File: src/rtl/m6502_bus_arbiter.sv
// Two-requester (CPU, DMA) arbiter onto one shared 8-bit memory bus, one access in flight.
// Optional macro M6502_ARB_ROUND_ROBIN_EN: round-robin on contention instead of fixed DMA priority.
module m6502_bus_arbiter #(
   parameter int ADDR_W = 16
) (
   input  logic              clk,
   input  logic              reset_n,
   input  logic [ADDR_W-1:0] cpu_addr,
   input  logic              cpu_rd_req,
   input  logic              cpu_wr_en,
   input  logic [7:0]        cpu_wr_data,
   output logic [7:0]        cpu_rd_data,
   output logic              cpu_ready,
   input  logic [ADDR_W-1:0] dma_addr,
   input  logic              dma_rd_req,
   input  logic              dma_wr_en,
   input  logic [7:0]        dma_wr_data,
   output logic [7:0]        dma_rd_data,
   output logic              dma_ready,
   output logic [ADDR_W-1:0] mem_addr,
   output logic              mem_rd_req,
   output logic              mem_wr_en,
   output logic [7:0]        mem_wr_data,
   input  logic [7:0]        mem_rd_data,
   input  logic              mem_ready
);

   localparam int NP = 2;   // port 0 = CPU, port 1 = DMA

   typedef enum logic [1:0] {IDLE, ISSUE, READ_WAIT} state_t;

   state_t             state_reg;
   logic               grant_reg;
   logic               winner;
   logic               access_done;
   logic [NP-1:0]      req;
   logic [NP-1:0]      wr_req;
   logic [NP-1:0]      pending;
   logic [NP-1:0]      is_write;
   logic [NP-1:0]      clear;
   logic [ADDR_W-1:0]  addr_in   [NP];
   logic [7:0]         wdata_in  [NP];
   logic [ADDR_W-1:0]  addr_cap  [NP];
   logic [7:0]         wdata_cap [NP];
   logic [7:0]         rdata_cap [NP];

   assign req         = {dma_rd_req | dma_wr_en, cpu_rd_req | cpu_wr_en};
   assign wr_req      = {dma_wr_en, cpu_wr_en};
   assign addr_in[0]  = cpu_addr;
   assign addr_in[1]  = dma_addr;
   assign wdata_in[0] = cpu_wr_data;
   assign wdata_in[1] = dma_wr_data;

   // The granted port finishes either on an accepted write or after the read data cycle.
   assign access_done = ((state_reg == ISSUE) && mem_ready && mem_wr_en) ||
                        (state_reg == READ_WAIT);

   genvar gi;
   generate
      for (gi = 0; gi < NP; gi++) begin : g_port
         logic              pending_reg;
         logic              write_reg;
         logic [ADDR_W-1:0] addr_reg;
         logic [7:0]        wdata_reg;
         logic [7:0]        rdata_reg;

         assign clear[gi] = access_done && (grant_reg == 1'(gi));

         // Clear wins over a new request, so a pulse on the completing edge is dropped.
         always_ff @(posedge clk or negedge reset_n) begin
            if (!reset_n) begin
               pending_reg <= 1'b0;
               write_reg   <= 1'b0;
               addr_reg    <= '0;
               wdata_reg   <= '0;
               rdata_reg   <= '0;
            end else begin
               if (clear[gi]) begin
                  pending_reg <= 1'b0;
               end else if (!pending_reg && req[gi]) begin
                  pending_reg <= 1'b1;
                  write_reg   <= wr_req[gi];
                  addr_reg    <= addr_in[gi];
                  wdata_reg   <= wdata_in[gi];
               end
               if ((state_reg == READ_WAIT) && (grant_reg == 1'(gi))) begin
                  rdata_reg <= mem_rd_data;
               end
            end
         end

         assign pending[gi]   = pending_reg;
         assign is_write[gi]  = write_reg;
         assign addr_cap[gi]  = addr_reg;
         assign wdata_cap[gi] = wdata_reg;
         assign rdata_cap[gi] = rdata_reg;
      end
   endgenerate

`ifdef M6502_ARB_ROUND_ROBIN_EN
   // grant_reg doubles as the last-grant record: on contention the other port wins.
   always_comb begin
      winner = pending[1];
      if (&pending) begin
         winner = ~grant_reg;
      end
   end
`else
   always_comb begin
      winner = pending[1];
   end
`endif

   always_ff @(posedge clk or negedge reset_n) begin
      if (!reset_n) begin
         state_reg   <= IDLE;
         grant_reg   <= 1'b0;
         mem_addr    <= '0;
         mem_wr_data <= '0;
         mem_rd_req  <= 1'b0;
         mem_wr_en   <= 1'b0;
      end else begin
         case (state_reg)
            IDLE: begin
               if (|pending) begin
                  grant_reg   <= winner;
                  mem_addr    <= addr_cap[winner];
                  mem_wr_data <= wdata_cap[winner];
                  mem_rd_req  <= ~is_write[winner];
                  mem_wr_en   <= is_write[winner];
                  state_reg   <= ISSUE;
               end else begin
                  mem_rd_req <= 1'b0;
                  mem_wr_en  <= 1'b0;
               end
            end
            ISSUE: begin
               if (mem_ready) begin
                  mem_rd_req <= 1'b0;
                  mem_wr_en  <= 1'b0;
                  state_reg  <= mem_wr_en ? IDLE : READ_WAIT;
               end
            end
            READ_WAIT: begin
               state_reg <= IDLE;
            end
            default: begin
               mem_rd_req <= 1'b0;
               mem_wr_en  <= 1'b0;
               state_reg  <= IDLE;
            end
         endcase
      end
   end

   assign cpu_ready   = ~pending[0];
   assign dma_ready   = ~pending[1];
   assign cpu_rd_data = rdata_cap[0];
   assign dma_rd_data = rdata_cap[1];

endmodule

File: config.mk
export PLATFORM = sky130hd
export DESIGN_NAME = m6502_bus_arbiter
export DESIGN_NICKNAME = d
export VERILOG_FILES = /design/src/rtl/m6502_bus_arbiter.sv
export SDC_FILE = /design/constraint.sdc
export NUM_CORES = 1
export LEC_CHECK = 0
export BUFFER_PORTS_ARGS = -buffer_cell sky130_fd_sc_hd__clkbuf_2
export CORE_MARGIN = 2
export CORE_UTILIZATION = 45
export CTS_BUF_LIST = sky130_fd_sc_hd__clkbuf_8
export DETAILED_ROUTE_END_ITERATION = 8
export PLACE_DENSITY = 0.77
export SKIP_LAST_GASP = 1
export SYNTH_ARGS = -nofsm -noshare
export SYNTH_HDL_FRONTEND = slang
export SYNTH_SLANG_ARGS = --single-unit
File: constraint.sdc
create_clock -name clk -period 2.6 [get_ports clk]
set_input_delay 0.39 -clock clk [delete_from_list [all_inputs] [get_ports clk]]
set_output_delay 0.39 -clock clk [all_outputs]
set_load 0.005 [all_outputs]
==> qor.csv <==
metric,value,unit
status,finished clean,
clkTransAtPathRegs,0.09,ns
synth_area_per_cell,15.9,µm²
die_h,98.3,µm
layout_setup_ws,0.604,ns
post-synth-top-count-cell,mux2_2,
initial_core_util,46.1,%
cts_resized,0,
worstSetupStartpoint,grant_reg$_DFFE_PN0P_,
gp_congestion,0.829,
cellLeakagePower,2.30,nW
clockBufferDepth,2,
hpwl,5620,µm
numClockSinks,97,
grt.total_usage,17.2,%
routed_wl,7800,µm
cp-end-kind,flip-flop,
drt-pass1-iter-count,4,
synthDominantCellAreaShare,60.7,%
ys_warn_count,0,
maxCapViolCount,0,
drtIter0Drc,50,
cts-htree-levels,3,
routedWlPerCell,16.3,µm
finClkSkew,0.00542,ns
synthTopCellsByCount,"mux2_2 (114), dfrtp_1 (97), buf_2 (5), a21oi_1 (4)",
insertion_delay,0.35,ns
path_class,reg -> reg,
drv_slew,0,
areaGrowthSynthToFinish,22.4,%
max_slew_margin,59.5,%
largest_register_ffs,32,
ys_seq_area_share,60.7,%
dieArea,0.00965,mm²
ioPinCount,107,
cts-buffers-inserted,9,
synth_fa_ha_area_share,0,%
crit_end,g_port[1].addr_reg[5]$_DFFE_PN0P_,
synthFlopType,dfrtp_1,
rsz0062_at_grt,false,
antenna_found_initial,0,
rr_worst_depth,4,
rr_endpoint,g_port[1].addr_reg[5]$_DFFE_PN0P_,
grt_pass1_wl,13100,µm
powerDensity,1210,mW/mm²
layout-drive-gt1-share,67.2,%
first_global_vias,2597,
port_buffers,106,
cts_tree,done,
synth_top_family_by_area,multiplexers,
synth-edff-count,0,
grt_overflow,0,
synth.area.top_cells,"dfrtp_1 (61%), mux2_2 (32%), buf_6 (0.85%), a2111oi_4 (0.69%), buf_2 (0.63%)",
peakVddDrop,0.000492,V
cts_setup_buffers,0,
nFillCells,716,
finalSetupTns,0,ns
synth.area.mux_share,32.4,%
nets,430,
drc_errors,0,
ant_nets,0,
period_needed,2.00,ns
fin_crit_sh,76.8,%
worstReg2RegStart,grant_reg$_DFFE_PN0P_,
worstPathRequired,2.84,ns
finalInstanceArea,0.00489,mm²
avgViaCountPerCell,5.04,
core,0.00868,mm²
synth_cells,251,
place_area,0.00469,mm²
synth_compound_area_share,2.69,%
start_kind,flip-flop,
n_antenna_cell,0,
synth-simple-area-share,1.91,%
grt_max_degree,50,
setup_violations,0,
dp_slack,0.614,ns
synth_area,0.00400,mm²
fp-row-count,34,
worstMarginPinSlew,0.608,ns
synthArstFlopShare,100,%
hold_class,in -> async,
synthesis.nets,314,
crit_fanout,15,
max_freq,501,MHz
synth.distinct_cells,25,
synth_top_area_cell,dfrtp_1,
fp.dieW,98.3,µm
arrival,2.23,ns
ff2ff_setup_slack,0.60,ns
hold_violations,0,
num_vias,2419,
hold_buffers,0,
synth_xor_area_share,0,%
cts-root-buf,clkbuf_8,
synth_seq_cells,97,
## power breakdown
part	leakage [nW]	total, W	switching (W)	internal (W)
Clock	0.0939	0.000961	0.000508	0.000453
Combinational	1.06	0.00225	0.000823	0.00142
Sequential	1.14	0.00271	0.000426	0.00228
Total	2.30	0.00592	0.00176	0.00416
## critical path, stage by stage (launching register included)
cell and delay (ns):
dfrtp_1 0.47, and3b_1 0.36, a2111oi_4 0.39, buf_4 0.29, mux2_2 0.36
## placed cells by master (no fill, tap or decap)
cell type     n
or2b_1        1
nand2_1       1
nand2b_1      1
a21oi_1       4
nor2_1        3
dfrtp_1      97
nand4b_1      1
o21ai_0       3
and3b_1       1
nor3b_2       1
buf_12        1
mux2i_1       1
clkbuf_2    105
o2bb2ai_1     1
nor3b_1       1
mux2_2      114
and4b_1       1
buf_4        11
a2111oi_4     1
a2111o_1      1
inv_1         3
clkinvlp_4    3
clkbuf_8     13
a22o_1        2
a21boi_4      1
## worst min-delay path by stage
| stage | start | end | slack [ns] |
|---|---|---|---|
| after global placement | reset_n | cpu_rd_data[4]$_DFFE_PN0P_ | 0.44 |
| after CTS | reset_n | dma_rd_data[1]$_DFFE_PN0P_ | 0.05 |
| after floorplan | reset_n | cpu_rd_data[0]$_DFFE_PN0P_ | 0.09 |
| final | reset_n | dma_rd_data[1]$_DFFE_PN0P_ | 0.04 |
| after detailed placement | reset_n | cpu_rd_data[1]$_DFFE_PN0P_ | 0.44 |
| after global routing | reset_n | dma_rd_data[1]$_DFFE_PN0P_ | 0.06 |
## routing by layer
metal	global-route usage [%]	up-vias	part of all wire [%]
met2	26.6	80	48
met3	5.73	8	6.6
met5	0	-	0
met4	5.80	0	0.78
li1	-	1134	-
met1	23.2	1197	45
## stage by stage
step	total power (W)	util (%)	std cells	hold WS, ns
final	0.00592	56.4	480	0.0396
after global routing	0.00634	56.4	480	0.0601
after CTS	0.00600	56.4	480	0.0458
after detailed placement	0.00502	54.1	464	0.443
after global placement	0.00490	54.1	464	0.437
after floorplan	0.00420	-	251	0.0944
## final cells by class
cell class                      count  area, µm²  share of cell area (%)
Timing Repair Buffer              117        628                    12.8
Tap cell                          108        135                    2.76
Clock buffer                       13        179                    3.66
Sequential cell                    97       2430                    49.6
Inverter                            3       11.3                   0.230
Multi-Input combinational cell    139       1490                    30.4
Clock inverter                      3       22.5                   0.460
## logic make-up (layout without fill, tap and decap cells)
kind of cell / after synthesis / after routing
buffers and inverters: 15 / 136
AO/OA/AOI/OAI: 13 / 13
AND/OR/NAND/NOR: 11 / 11
flip-flops: 97 / 97
multiplexers: 115 / 115
No activity file was read; power rests on OpenSTA's default activity.
